**config.mk**
```make
export PLATFORM = sky130hd
export DESIGN_NAME = load_store_unit
export DESIGN_NICKNAME = d
export VERILOG_FILES = /design/src/rtl/lsu_pkg.sv /design/src/rtl/lsu_byte_lane.sv /design/src/rtl/load_store_unit.sv
export SDC_FILE = /design/constraint.sdc
export NUM_CORES = 1
export LEC_CHECK = 0
export ABC_AREA = 1
export CAP_MARGIN = 30
export CORE_MARGIN = 2
export CORE_UTILIZATION = 47
export DETAILED_ROUTE_END_ITERATION = 16
export PLACE_DENSITY = 0.84
export SYNTH_ARGS = -nofsm -noshare
export SYNTH_HDL_FRONTEND = slang
export SYNTH_SLANG_ARGS = --single-unit
```
**constraint.sdc**
```tcl
create_clock -name Clock -period 1.85 [get_ports Clock]
set_clock_uncertainty 0.1 [all_clocks]
set_input_delay 0.37 -clock Clock [delete_from_list [all_inputs] [get_ports Clock]]
set_output_delay 0.37 -clock Clock [all_outputs]
set_load 0.05 [all_outputs]
```
**src/rtl/lsu_pkg.sv**
```systemverilog
// rtl/lsu_pkg.sv - shared op/state encodings and access helpers for the load/store unit
package lsu_pkg;

  localparam logic [2:0] OP_LB  = 3'd0;
  localparam logic [2:0] OP_LH  = 3'd1;
  localparam logic [2:0] OP_LW  = 3'd2;
  localparam logic [2:0] OP_SB  = 3'd3;
  localparam logic [2:0] OP_LBU = 3'd4;
  localparam logic [2:0] OP_LHU = 3'd5;
  localparam logic [2:0] OP_SH  = 3'd6;
  localparam logic [2:0] OP_SW  = 3'd7;

  localparam logic [1:0] ST_IDLE  = 2'd0;
  localparam logic [1:0] ST_READ  = 2'd1;
  localparam logic [1:0] ST_WRITE = 2'd2;
  localparam logic [1:0] ST_RESP  = 2'd3;

  typedef enum logic [1:0] {
    SZ_BYTE = 2'd0,
    SZ_HALF = 2'd1,
    SZ_WORD = 2'd2
  } size_e;

  function automatic logic is_store(input logic [2:0] op);
    return (op == OP_SB) || (op == OP_SH) || (op == OP_SW);
  endfunction

  function automatic size_e access_size(input logic [2:0] op);
    case (op)
      OP_LB, OP_LBU, OP_SB: return SZ_BYTE;
      OP_LH, OP_LHU, OP_SH: return SZ_HALF;
      default:              return SZ_WORD;
    endcase
  endfunction

  function automatic logic is_signed_load(input logic [2:0] op);
    return (op == OP_LB) || (op == OP_LH);
  endfunction

  // Halfwords need an even address, words a multiple of four; bytes never fault.
  function automatic logic is_misaligned(input logic [2:0] op, input logic [1:0] offset);
    case (access_size(op))
      SZ_HALF: return offset[0];
      SZ_WORD: return offset != 2'd0;
      default: return 1'b0;
    endcase
  endfunction

endpackage

```
**src/rtl/lsu_byte_lane.sv**
```systemverilog
// rtl/lsu_byte_lane.sv - big-endian byte/halfword extract-extend and store merge
module lsu_byte_lane
  import lsu_pkg::*;
(
  input  logic [1:0]  offset,
  input  size_e       size,
  input  logic        sign_ext,
  input  logic [31:0] word,
  input  logic [31:0] data,
  output logic [31:0] load_data,
  output logic [31:0] merged
);

  logic [7:0]  byte_sel;
  logic [15:0] half_sel;

  // Offset 0 is the most significant byte/halfword of the word.
  always_comb begin
    byte_sel = word[7:0];
    case (offset)
      2'd0:    byte_sel = word[31:24];
      2'd1:    byte_sel = word[23:16];
      2'd2:    byte_sel = word[15:8];
      default: byte_sel = word[7:0];
    endcase
    half_sel = offset[1] ? word[15:0] : word[31:16];
  end

  // Load result: selected lane widened by sign or zero extension.
  always_comb begin
    load_data = word;
    case (size)
      SZ_BYTE: load_data = {{24{sign_ext & byte_sel[7]}}, byte_sel};
      SZ_HALF: load_data = {{16{sign_ext & half_sel[15]}}, half_sel};
      default: load_data = word;
    endcase
  end

  // Store merge: only the addressed lane of the read word is replaced.
  always_comb begin
    merged = word;
    case (size)
      SZ_BYTE: begin
        case (offset)
          2'd0:    merged[31:24] = data[7:0];
          2'd1:    merged[23:16] = data[7:0];
          2'd2:    merged[15:8]  = data[7:0];
          default: merged[7:0]   = data[7:0];
        endcase
      end
      SZ_HALF: begin
        if (offset[1]) merged[15:0]  = data[15:0];
        else           merged[31:16] = data[15:0];
      end
      default: merged = data;
    endcase
  end

endmodule

```
**src/rtl/load_store_unit.sv**
```systemverilog
// rtl/load_store_unit.sv - single-outstanding load/store initiator for the word-addressed data memory
module load_store_unit
  import lsu_pkg::*;
#(
  parameter int ADDR_WIDTH = 8,
  parameter int DATA_WIDTH = 32
) (
  input  logic                  Clock,
  input  logic                  Reset,
  input  logic                  ReqValid,
  output logic                  ReqReady,
  input  logic [2:0]            ReqOp,
  input  logic [ADDR_WIDTH-1:0] ReqAddr,
  input  logic [DATA_WIDTH-1:0] ReqWData,
  output logic                  RespValid,
  output logic [DATA_WIDTH-1:0] RespRData,
  output logic                  RespError,
  output logic [ADDR_WIDTH-3:0] MemAddress,
  output logic [DATA_WIDTH-1:0] MemWriteData,
  output logic                  MemoryRead,
  output logic                  MemoryWrite,
  input  logic [DATA_WIDTH-1:0] MemReadData
);

  logic [1:0]            state_q, state_d;
  logic [2:0]            op_q, op_d;
  logic [1:0]            offset_q, offset_d;
  logic [DATA_WIDTH-1:0] wdata_q, wdata_d;
  logic [ADDR_WIDTH-3:0] mem_addr_q, mem_addr_d;
  logic [DATA_WIDTH-1:0] mem_wdata_q, mem_wdata_d;
  logic [DATA_WIDTH-1:0] rdata_q, rdata_d;
  logic                  err_q, err_d;

  logic [31:0] lane_load;
  logic [31:0] lane_merged;

  // The lane only matters in READ, where it sees the live memory word.
  lsu_byte_lane u_lane (
    .offset    (offset_q),
    .size      (access_size(op_q)),
    .sign_ext  (is_signed_load(op_q)),
    .word      (MemReadData),
    .data      (wdata_q),
    .load_data (lane_load),
    .merged    (lane_merged)
  );

  // Request sequencing: capture on accept, read, optional merge-write, one-cycle response.
  always_comb begin
    state_d     = state_q;
    op_d        = op_q;
    offset_d    = offset_q;
    wdata_d     = wdata_q;
    mem_addr_d  = mem_addr_q;
    mem_wdata_d = mem_wdata_q;
    rdata_d     = rdata_q;
    err_d       = err_q;
    case (state_q)
      ST_IDLE: begin
        if (ReqValid) begin
          op_d     = ReqOp;
          offset_d = ReqAddr[1:0];
          wdata_d  = ReqWData;
          if (is_misaligned(ReqOp, ReqAddr[1:0])) begin
            // Memory address/data registers are left alone so the port holds its last values.
            state_d = ST_RESP;
            err_d   = 1'b1;
            rdata_d = '0;
          end else if (ReqOp == OP_SW) begin
            state_d     = ST_WRITE;
            err_d       = 1'b0;
            mem_addr_d  = ReqAddr[ADDR_WIDTH-1:2];
            mem_wdata_d = ReqWData;
          end else begin
            state_d    = ST_READ;
            err_d      = 1'b0;
            mem_addr_d = ReqAddr[ADDR_WIDTH-1:2];
          end
        end
      end
      ST_READ: begin
        if (is_store(op_q)) begin
          state_d     = ST_WRITE;
          mem_wdata_d = lane_merged;
        end else begin
          state_d = ST_RESP;
          rdata_d = lane_load;
        end
      end
      ST_WRITE: begin
        state_d = ST_RESP;
        rdata_d = '0;
      end
      default: begin
        state_d = ST_IDLE;
      end
    endcase
  end

  // State and datapath registers with synchronous reset.
  always_ff @(posedge Clock) begin
    if (Reset) begin
      state_q     <= ST_IDLE;
      op_q        <= '0;
      offset_q    <= '0;
      wdata_q     <= '0;
      mem_addr_q  <= '0;
      mem_wdata_q <= '0;
      rdata_q     <= '0;
      err_q       <= 1'b0;
    end else begin
      state_q     <= state_d;
      op_q        <= op_d;
      offset_q    <= offset_d;
      wdata_q     <= wdata_d;
      mem_addr_q  <= mem_addr_d;
      mem_wdata_q <= mem_wdata_d;
      rdata_q     <= rdata_d;
      err_q       <= err_d;
    end
  end

  // Write enable is gated by Reset so an interrupted read-modify-write never lands.
  always_comb begin
    ReqReady     = (state_q == ST_IDLE);
    MemoryRead   = (state_q == ST_READ);
    MemoryWrite  = (state_q == ST_WRITE) & ~Reset;
    RespValid    = (state_q == ST_RESP);
    RespError    = (state_q == ST_RESP) & err_q;
    RespRData    = rdata_q;
    MemAddress   = mem_addr_q;
    MemWriteData = mem_wdata_q;
  end

endmodule
```
==> results of run 1 <==
## final cells by class
class	instances	area, um^2	share of cell area [%]
clock buffers	9	225	2.32
repair buffers	240	2370	24.4
flip-flops and latches	110	2210	22.8
clock inverters	7	47.5	0.489
multi-input cells	869	4110	42.3
well taps	184	230	2.37
inverters	136	518	5.33
## metrics by stage
step | utilization [%] | hold slack, ps
global route | 66.9 | 371
global placement | 62.4 | 338
CTS | 64.3 | 355
detailed placement | 62.4 | 345
floorplan | - | 328
finish | 66.9 | 354
## power by group through the flow
stage                     logic [mW]  registers [mW]  clock network (mW)
after floorplan                 5.71            6.22                   0
after global placement          11.5            3.91                   0
after detailed placement        11.6            3.94                   0
after CTS                       11.7            3.90                1.89
after global routing            13.8            4.02                1.98
final                           12.7            3.93                1.86
## path summary, 6_finish.rpt
path / to / slack, ps / cells after the start
max: MemWriteData[7] / 9 / 11
min: op_q[2] / 350 / 3
max reg2reg: MemWriteData[7] / 9 / 11
min reg2reg: wdata_q[20] / 350 / 2
## cell usage after synthesis, drive strengths merged
cell,count
nand2,313
nor2,192
o21ai,158
inv,136
dfxtp,110
a21oi,97
nand3,57
buf,41
clkbuf,40
o211ai,25
nand4,16
or2,6
ha,4
a211oi,1
## timing repair
action / CTS / global route
endpoints found under the setup margin: 2 / 69
cloned: 0 / 6
setup buffers: 0 / 6
pin swaps: 0 / 30
gates resized for setup: 2 / 67
## routing by layer
metal | vias to the layer above | GRT usage [%]
li1 | 4139 | -
met1 | 3807 | 36.8
met2 | 320 | 47.6
met3 | 39 | 5.65
met4 | 0 | 7.82
met5 | - | 0
## worst reg2reg max path, cell delays in order (launching register included)
cell and delay [ps]:
dfxtp_4 390, inv_4 50, ha_4 160, buf_6 120, nand2_4 70, o21ai_4 70, a21oi_4 150, nand3_4 220
clkbuf_16 260, nand2_2 60, nand2_1 50, nor2_1 80
## flip-flops by register name (all words and copies together) (netlist names)
| register | cells |
|---|---|
| MemAddress | 6 |
| MemWriteData | 32 |
| RespRData | 32 |
| err_q | 1 |
| offset_q | 2 |
| op_q | 3 |
| state_q | 2 |
| wdata_q | 32 |
## cells by family (layout without fill, tap and decap cells)
logic type | count (synthesis) | after routing
and+or+nand+nor | 584 | 584
AOI/OAI and AO/OA | 281 | 281
buffers and inverters | 217 | 392
DFF | 110 | 110
adders and majority gates | 4 | 4
==> flow_metrics.py, run 1 <==
metrics = {
    "status": {
        "status": "finished clean",
    },
    "sta": {
        "setup_tns_ps": 0,
        "max_freq_mhz": 543,
        "slew_viol_final": 0,
        "finalHoldViolCount": 0,
        "setup_slack_ps": 9.08,
        "grt_setup_unrepaired": "yes",
        "relSlewSlack_pct": 74.2,
        "setup_viol": 0,
        "tightest_slew_ps": 387,
        "finalCritPeriodShare_pct": 99.5,
        "layout_min_cycle_time_ps": 1840,
    },
    "critical_path": {
        "worstReg2RegStart": "state_q[0]",
        "cp_top_family": "simple AND/OR/NAND/NOR gates",
        "crit_path_start_kind": "flop",
        "crit_slowest_cell": "dfxtp_4",
        "cp_slowest_stage_delay_ps": 390,
        "worstSetupPathType": "reg -> reg",
        "worst-path-max-fanout": 7,
        "cp_cell_sequence": "inv_4 -> ha_4 -> buf_6 -> nand2_4 -> o21ai_4 -> a21oi_4 -> nand3_4 -> clkbuf_16 -> nand2_2 -> nand2_1 -> nor2_1",
        "crit_path_end_kind": "flop",
        "required_ps": 2050,
        "cp-startpoint": "state_q[0]",
        "path_buf_inv": 3,
        "arrival_ps": 2040,
    },
    "die": {
        "start_util_pct": 48.3,
        "core_area_mm2": 0.0145,
        "die_area_mm2": 0.0159,
        "die_y_um": 126,
        "rows": 44,
        "io_pins": 153,
        "die_w_um": 126,
    },
    "synthesis": {
        "synth_top_area_share_pct": 31.4,
        "synthCells": 1196,
        "synth_top_family_by_area": "simple AND/OR/NAND/NOR gates",
        "synth_simple_gate_area_share_pct": 33.9,
        "synthAdderAreaFrac_pct": 0.713,
        "synth-xor-area-share_pct": 0,
        "synth_warnings": 0,
        "synth_compound_area_share_pct": 21.2,
        "synth_cell_types": 27,
        "seq_area_frac_synth_pct": 31.4,
        "syn-cell-area_mm2": 0.00702,
        "synth_area_leaders": "dfxtp_1, nand2_1, nor2_1, o21ai_0, inv_1",
        "synth-seq-cells": 110,
        "syn_area_per_cell_um2": 5.87,
        "yosysTopAreaCell": "dfxtp_1",
        "synth_fp_nets": 1278,
        "synth_mux_area_share_pct": 0,
    },
    "placement": {
        "placed_area_mm2": 0.00907,
        "place_hpwl_um": 17000,
        "placed_cells": 1527,
        "gp_congestion": 0.940,
        "io_buffers": 152,
        "pre_cts_ws_ps": -339,
    },
    "detailed_routing": {
        "wl_per_cell_um": 15.7,
        "via_per_inst": 5.34,
        "drc_errors": 0,
        "wl_um": 24400,
        "dr.pass1.iters": 5,
        "routed.top_layer": "met4",
        "num_vias": 8305,
        "postRouteAntennaNets": 0,
        "met1Wirelength_um": 10300,
        "met3_length_um": 1650,
        "drtIter0Drc": 747,
        "wl_met2_um": 12100,
    },
    "clock_tree": {
        "cts_num_sinks": 110,
        "numCtsBuffers": 9,
        "cts_hold_buffers": 0,
        "clk_pin_slew_ps": 80,
        "htree_levels": 3,
        "clk_latency_ps": 360,
        "cts_tree": "done",
        "root_buffer": "clkbuf_16",
        "clock_path_buffers": 2,
    },
    "grt": {
        "overflow": 0,
        "grt_max_degree": 51,
        "grt_pass1_wl_um": 36800,
        "antenna_found_initial": 0,
        "grt_pass1_vias": 7372,
        "track_usage_pct": 28.2,
    },
    "pwr": {
        "power.internal_mw": 8.76,
        "power_mw": 18.5,
        "ir_worst_vdd_v": 0.00134,
        "p_sw_share_pct": 52.8,
        "p_per_area_mw_per_mm2": 1910,
        "p_leak_nw": 4.72,
        "pwr-share-comb_pct": 68.8,
        "p_clk_share_pct": 10.0,
        "seq_power_share_pct": 21.2,
        "p_switching_mw": 9.79,
    },
    "cells_and_area": {
        "layout.nets": 1448,
        "syn2layout_area_growth_pct": 38.5,
        "layout_commonest_cell": "nand2_1",
        "antenna_cells": 0,
        "num-fill-cells": 1309,
        "drive_gt1_share_pct": 18.5,
        "final_cell_mix": "nand2_1, nor2_1, o21ai_0",
        "final_area_mm2": 0.00972,
        "instances_no_fill": 1555,
    },
    "run": {
        "max_cap_viol_count": 0,
    },
    "worst_hold_path": {
        "hold_class": "in -> reg",
        "hold_start": "ReqOp[2]",
    },
}
(Power assumes the default switching activity.)
==> run 2, diff against run 1 <==
TNS_END_PERCENT = 5   (was default)
==> run 2 against run 1 <==
Compared with the run above:
- cell count fell by 0.77%
- core utilization is 2.4 points lower
- register-to-register slack improved by 90 ps
- global-route usage increased by 0.59 points
- power fell by 5.1%
- die area unchanged
- count of clock-buffer cells in the layout unchanged
- flip-flop and latch count stayed put
- highest routed layer unchanged
- setup slack gained 60 ps
- critical path type is now reg -> out
- clock power about the same
- sequential share of layout area increased by 0.84 points
- largest power group unchanged
- wire length down 6.4%
==> flow_metrics.py, run 2 (synthesis gave the netlist of run 1 again) <==
metrics = {
    "critical_path": {
        "reg2reg_depth": 10,
        "r2r_setup_slack_ps": 100,
        "worstReg2RegEnd": "RespRData[28]",
        "cp_slowest_stage_delay_ps": 390,
        "worst-path-max-fanout": 4,
        "arrival_ps": 1310,
        "crit_path_end_kind": "output port",
        "cp_cell_sequence": "ha_2 -> nand2_1 -> inv_1 -> buf_12",
        "crit_path_start_kind": "flop",
        "cp_top_family": "flip-flops",
        "path_buf_inv": 2,
        "required_ps": 1380,
        "worstReg2RegStart": "state_q[0]",
        "worstSetupPathType": "reg -> out",
        "crit_slowest_cell": "dfxtp_4",
    },
    "clock_tree": {
        "clock_path_buffers": 2,
        "htree_levels": 3,
        "root_buffer": "clkbuf_16",
        "cts_num_sinks": 110,
        "clk_latency_ps": 360,
        "numCtsBuffers": 9,
        "cts_tree": "done",
        "clk_pin_slew_ps": 80,
    },
    "placement": {
        "pre_cts_ws_ps": -310,
        "io_buffers": 152,
        "placed_cells": 1523,
        "place_hpwl_um": 16900,
        "gp_congestion": 0.977,
    },
    "die": {
        "die_w_um": 126,
        "die_area_mm2": 0.0159,
        "rows": 44,
        "io_pins": 153,
        "die_y_um": 126,
        "core_area_mm2": 0.0145,
        "start_util_pct": 48.3,
    },
    "cells_and_area": {
        "num-fill-cells": 1414,
        "syn2layout_area_growth_pct": 33.5,
        "antenna_cells": 0,
        "drive_gt1_share_pct": 15.3,
        "layout_commonest_cell": "nand2_1",
        "instances_no_fill": 1543,
        "layout.nets": 1436,
        "final_cell_mix": "nand2_1, nor2_1, buf_4",
    },
    "sta": {
        "max_freq_mhz": 562,
        "setup_slack_ps": 69.5,
        "slew_viol_final": 0,
        "finalHoldViolCount": 0,
        "tightest_slew_ps": 325,
        "finalCritPeriodShare_pct": 96.2,
        "setup_viol": 0,
        "layout_min_cycle_time_ps": 1780,
        "grt_setup_unrepaired": "yes",
        "relSlewSlack_pct": 78.3,
    },
    "worst_hold_path": {
        "worstHoldPathCells": 3,
        "min_to": "op_q[0]",
        "hold_start": "ReqOp[0]",
        "hold_class": "in -> reg",
    },
    "detailed_routing": {
        "wl_um": 22900,
        "postRouteAntennaNets": 0,
        "num_vias": 8114,
        "dr.pass1.iters": 8,
        "drc_errors": 0,
        "wl_per_cell_um": 14.8,
        "via_per_inst": 5.26,
        "drtIter0Drc": 558,
    },
    "pwr": {
        "power_mw": 17.6,
        "seq_power_share_pct": 22.2,
        "p_per_area_mw_per_mm2": 1880,
        "p_switching_mw": 9.28,
        "p_leak_nw": 4.57,
        "power.internal_mw": 8.32,
        "p_clk_share_pct": 10.7,
        "pwr-share-comb_pct": 67.1,
        "p_sw_share_pct": 52.8,
        "ir_worst_vdd_v": 0.00132,
    },
    "grt": {
        "grt_pass1_vias": 7513,
        "grt_max_degree": 62,
        "overflow": 0,
        "antenna_found_initial": 0,
        "track_usage_pct": 28.8,
        "grt_pass1_wl_um": 37600,
    },
    "run": {
        "max_cap_viol_count": 0,
    },
    "status": {
        "status": "finished clean",
    },
}
run 2: per-layer routing:
metal  wire (um)  track usage, %  vias up  share of wire (%)
met1        9660            37.9     3648                 42
met3        1460            3.31       48                6.4
met2       11100            48.8      306                 49
met5           0               0        -                  0
met4         605            10.6        0                2.6
li1            -               -     4112                  -
run 2: tightest hold or removal path, cell delays in order:
cell and delay (ps):
dlymetal6s2s_1 160, o21ai_0 120, a21oi_1 110
run 2: layout make-up:
cell class / count / area, um^2 / share of cell area [%]
clock buffer: 9 / 225 / 2.40
clock inverter: 7 / 55.1 / 0.588
inverter: 136 / 515 / 5.50
multi-input combinational: 869 / 3970 / 42.3
sequential: 110 / 2210 / 23.6
tap: 184 / 230 / 2.46
timing repair buffer: 228 / 2160 / 23.1
run 2: timing repair:
item | CTS | global route
resized for setup | 2 | 18
hold buffers | 0 | 0
setup buffers | 0 | 4
pin swaps | 0 | 3
endpoints found under the setup margin | 11 | 64
run 2: stage by stage:
step / TNS [ps] / hold slack (ps) / util [%] / cell area, um^2
2_1_floorplan: -81.1 / 328 / - / 7060
3_3_place_gp: -13150 / 337 / 62.0 / 9010
3_5_place_dp: -17650 / 347 / 62.0 / 9010
4_1_cts: 0 / 357 / 64.0 / 9300
5_1_grt: -8.13 / 366 / 64.5 / 9370
6_report: 0 / 342 / 64.5 / 9370
run 2: worst max path at each step:
stage                      endpoint        from  cells past startpoint  slack [ps]
floorplan           MemWriteData[6]  state_q[1]                      9          -8
global placement    MemWriteData[2]    ReqOp[1]                      9        -210
detailed placement            err_q    ReqOp[0]                     10        -310
CTS                   RespRData[10]     op_q[2]                     10          20
global route           RespRData[2]     op_q[2]                     10          -8
finish                    RespError  state_q[0]                      4          70
run 2: power by group through the flow:
stage | combinational (mW) | sequential, mW | clock, mW
2_1_floorplan | 5.70 | 6.22 | 0
3_3_place_gp | 11.4 | 3.92 | 0
3_5_place_dp | 11.6 | 3.93 | 0
4_1_cts | 11.6 | 3.90 | 1.92
5_1_grt | 12.9 | 4.02 | 2.01
6_report | 11.8 | 3.92 | 1.88
==> run 3, diff against run 2 <==
CORE_MARGIN = default   (was 2)
==> run 3 against run 2 <==
Compared with the run above:
- the flow now finishes with violations (setup timing)
- first-iteration DRC count up 12%
- non-clock buffer count rose by 20
- cell count rose by 1.2%
- power is 5.4% higher
- critical path depth rose by 7
- global-route usage rose by 1.4 points
- register-to-register slack worse by 110 ps
- worst hold slack barely moved
- count of clock-buffer cells in the layout up 1
- critical endpoint is now RespRData[26]
- largest cell class unchanged
- highest routed layer unchanged
==> flow_metrics.py, run 3 (synthesis gave the netlist of run 1 again) <==
metrics = {
    "sta": {
        "finalHoldViolCount": 0,
        "tightest_slew_ps": 324,
        "setup_viol": 5,
        "max_freq_mhz": 538,
        "layout_min_cycle_time_ps": 1860,
        "slew_viol_final": 0,
        "finalCritPeriodShare_pct": 100,
        "setup_slack_ps": -7.41,
        "relSlewSlack_pct": 78.3,
        "grt_setup_unrepaired": "yes",
        "setup_tns_ps": -17.6,
        "hold_slack_ps": 342,
    },
    "cells_and_area": {
        "layout.nets": 1456,
        "final_cell_mix": "nand2_1, nor2_1, buf_4",
        "layout_commonest_cell": "nand2_1",
        "final_area_mm2": 0.00968,
        "instances_no_fill": 1562,
        "antenna_cells": 0,
        "drive_gt1_share_pct": 16.9,
        "syn2layout_area_growth_pct": 38.0,
    },
    "clock_tree": {
        "htree_levels": 3,
        "clock_path_buffers": 2,
        "numCtsBuffers": 9,
        "clk_latency_ps": 360,
        "cts_tree": "done",
        "cts_num_sinks": 110,
        "clk_pin_slew_ps": 70,
        "root_buffer": "clkbuf_16",
    },
    "pwr": {
        "p_clk_share_pct": 10.8,
        "power.internal_mw": 8.99,
        "pwr-share-comb_pct": 68.0,
        "p_sw_share_pct": 51.6,
        "p_per_area_mw_per_mm2": 1920,
        "seq_power_share_pct": 21.1,
        "p_switching_mw": 9.56,
        "power_mw": 18.5,
        "ir_worst_vdd_v": 0.00129,
        "p_leak_nw": 4.73,
    },
    "critical_path": {
        "crit_path_start_kind": "flop",
        "crit_slowest_cell": "dfxtp_4",
        "cp_cell_sequence": "inv_4 -> ha_4 -> inv_4 -> nor2_2 -> nor2_2 -> nand2_2 -> a21oi_4 -> buf_12 -> clkbuf_16 -> o21ai_0 -> nor2_1",
        "cp_top_family": "simple AND/OR/NAND/NOR gates",
        "path_buf_inv": 4,
        "r2r_setup_slack_ps": -7,
        "arrival_ps": 2060,
        "required_ps": 2050,
        "cp_slowest_stage_delay_ps": 380,
        "reg2reg_depth": 11,
        "crit_path_end_kind": "flop",
        "worstReg2RegEnd": "RespRData[26]",
        "worst-path-max-fanout": 17,
        "worstSetupPathType": "reg -> reg",
        "worstReg2RegStart": "state_q[1]",
    },
    "detailed_routing": {
        "routed.top_layer": "met4",
        "wl_met2_um": 11400,
        "dr.pass1.iters": 6,
        "via_per_inst": 5.32,
        "met3_length_um": 1730,
        "num_vias": 8312,
        "drc_errors": 0,
        "postRouteAntennaNets": 0,
        "drtIter0Drc": 623,
        "wl_um": 23900,
        "met1Wirelength_um": 10200,
        "wl_per_cell_um": 15.3,
    },
    "status": {
        "violations": "setup timing",
        "status": "finished with violations",
    },
    "placement": {
        "place_hpwl_um": 17000,
        "io_buffers": 152,
        "placed_area_mm2": 0.00908,
        "placed_cells": 1534,
        "gp_congestion": 0.948,
    },
    "grt": {
        "grt_pass1_vias": 7249,
        "track_usage_pct": 30.2,
        "grt_pass1_wl_um": 36100,
        "overflow": 0,
        "grt_max_degree": 65,
        "antenna_found_initial": 0,
    },
    "worst_hold_path": {
        "hold_start": "ReqOp[0]",
        "hold_class": "in -> reg",
        "worstHoldPathCells": 3,
        "min_to": "op_q[0]",
    },
    "die": {
        "die_y_um": 124,
        "core_area_mm2": 0.0145,
        "rows": 44,
        "io_pins": 153,
        "die_area_mm2": 0.0154,
        "die_w_um": 124,
        "start_util_pct": 48.3,
    },
    "run": {
        "max_cap_viol_count": 0,
    },
}
-- run 3: cell type report --
| class | instances | area (um^2) |
|---|---|---|
| Multi-Input combinational cell | 869 | 4020 |
| Timing Repair Buffer | 248 | 2400 |
| Clock inverter | 5 | 57.6 |
| Inverter | 136 | 522 |
| Sequential cell | 110 | 2210 |
| Tap cell | 184 | 230 |
| Fill cell | 1357 | 4850 |
| Clock buffer | 10 | 239 |
-- run 3: worst max path at each step --
stage | to | slack, ps | depth (start not counted) | startpoint
after floorplan | MemWriteData[6] | -8 | 9 | state_q[1]
final | RespRData[26] | -7 | 11 | state_q[1]
after global routing | RespRData[20] | -100 | 11 | state_q[1]
after global placement | RespRData[6] | -240 | 9 | ReqOp[1]
after CTS | RespError | 1 | 5 | state_q[0]
after detailed placement | RespRData[6] | -330 | 11 | ReqOp[0]
-- run 3: timing repair --
action	4_1_cts	5_1_grt
resized for setup	3	26
gates cloned	0	4
pin swaps	1	4
hold buffers	0	0
buffers inserted	3	6
setup endpoints to repair	15	63
-- run 3: worst register-to-register path: stages, from the launching register on --
cell,delay (ps)
dfxtp_4,380
inv_4,50
ha_4,170
inv_4,50
nor2_2,40
nor2_2,250
nand2_2,110
a21oi_4,140
buf_12,150
clkbuf_16,170
o21ai_0,90
nor2_1,100
-- run 3: power by group through the flow --
| stage | Sequential, mW | Combinational [mW] | Clock, mW |
|---|---|---|---|
| 3_3_place_gp | 3.92 | 11.5 | 0 |
| 3_5_place_dp | 3.94 | 11.6 | 0 |
| 5_1_grt | 4.04 | 13.7 | 2.13 |
| 2_1_floorplan | 6.22 | 5.70 | 0 |
| 4_1_cts | 3.91 | 11.8 | 2.04 |
| 6_report | 3.92 | 12.6 | 2.01 |
-- run 3: per-layer routing --
| layer | vias up | global-route usage (%) |
|---|---|---|
| met4 | 0 | 11.8 |
| met5 | - | 0 |
| met2 | 334 | 50.0 |
| met3 | 46 | 4.76 |
| li1 | 4156 | - |
| met1 | 3776 | 39.0 |
-- run 3: through the flow --
stage / utilization (%) / worst slack, ps
after CTS: 64.9 / 1.00
after global routing: 66.6 / -96.0
after global placement: 62.5 / -238
after floorplan: - / -7.50
final: 66.6 / -7.41
after detailed placement: 62.5 / -332
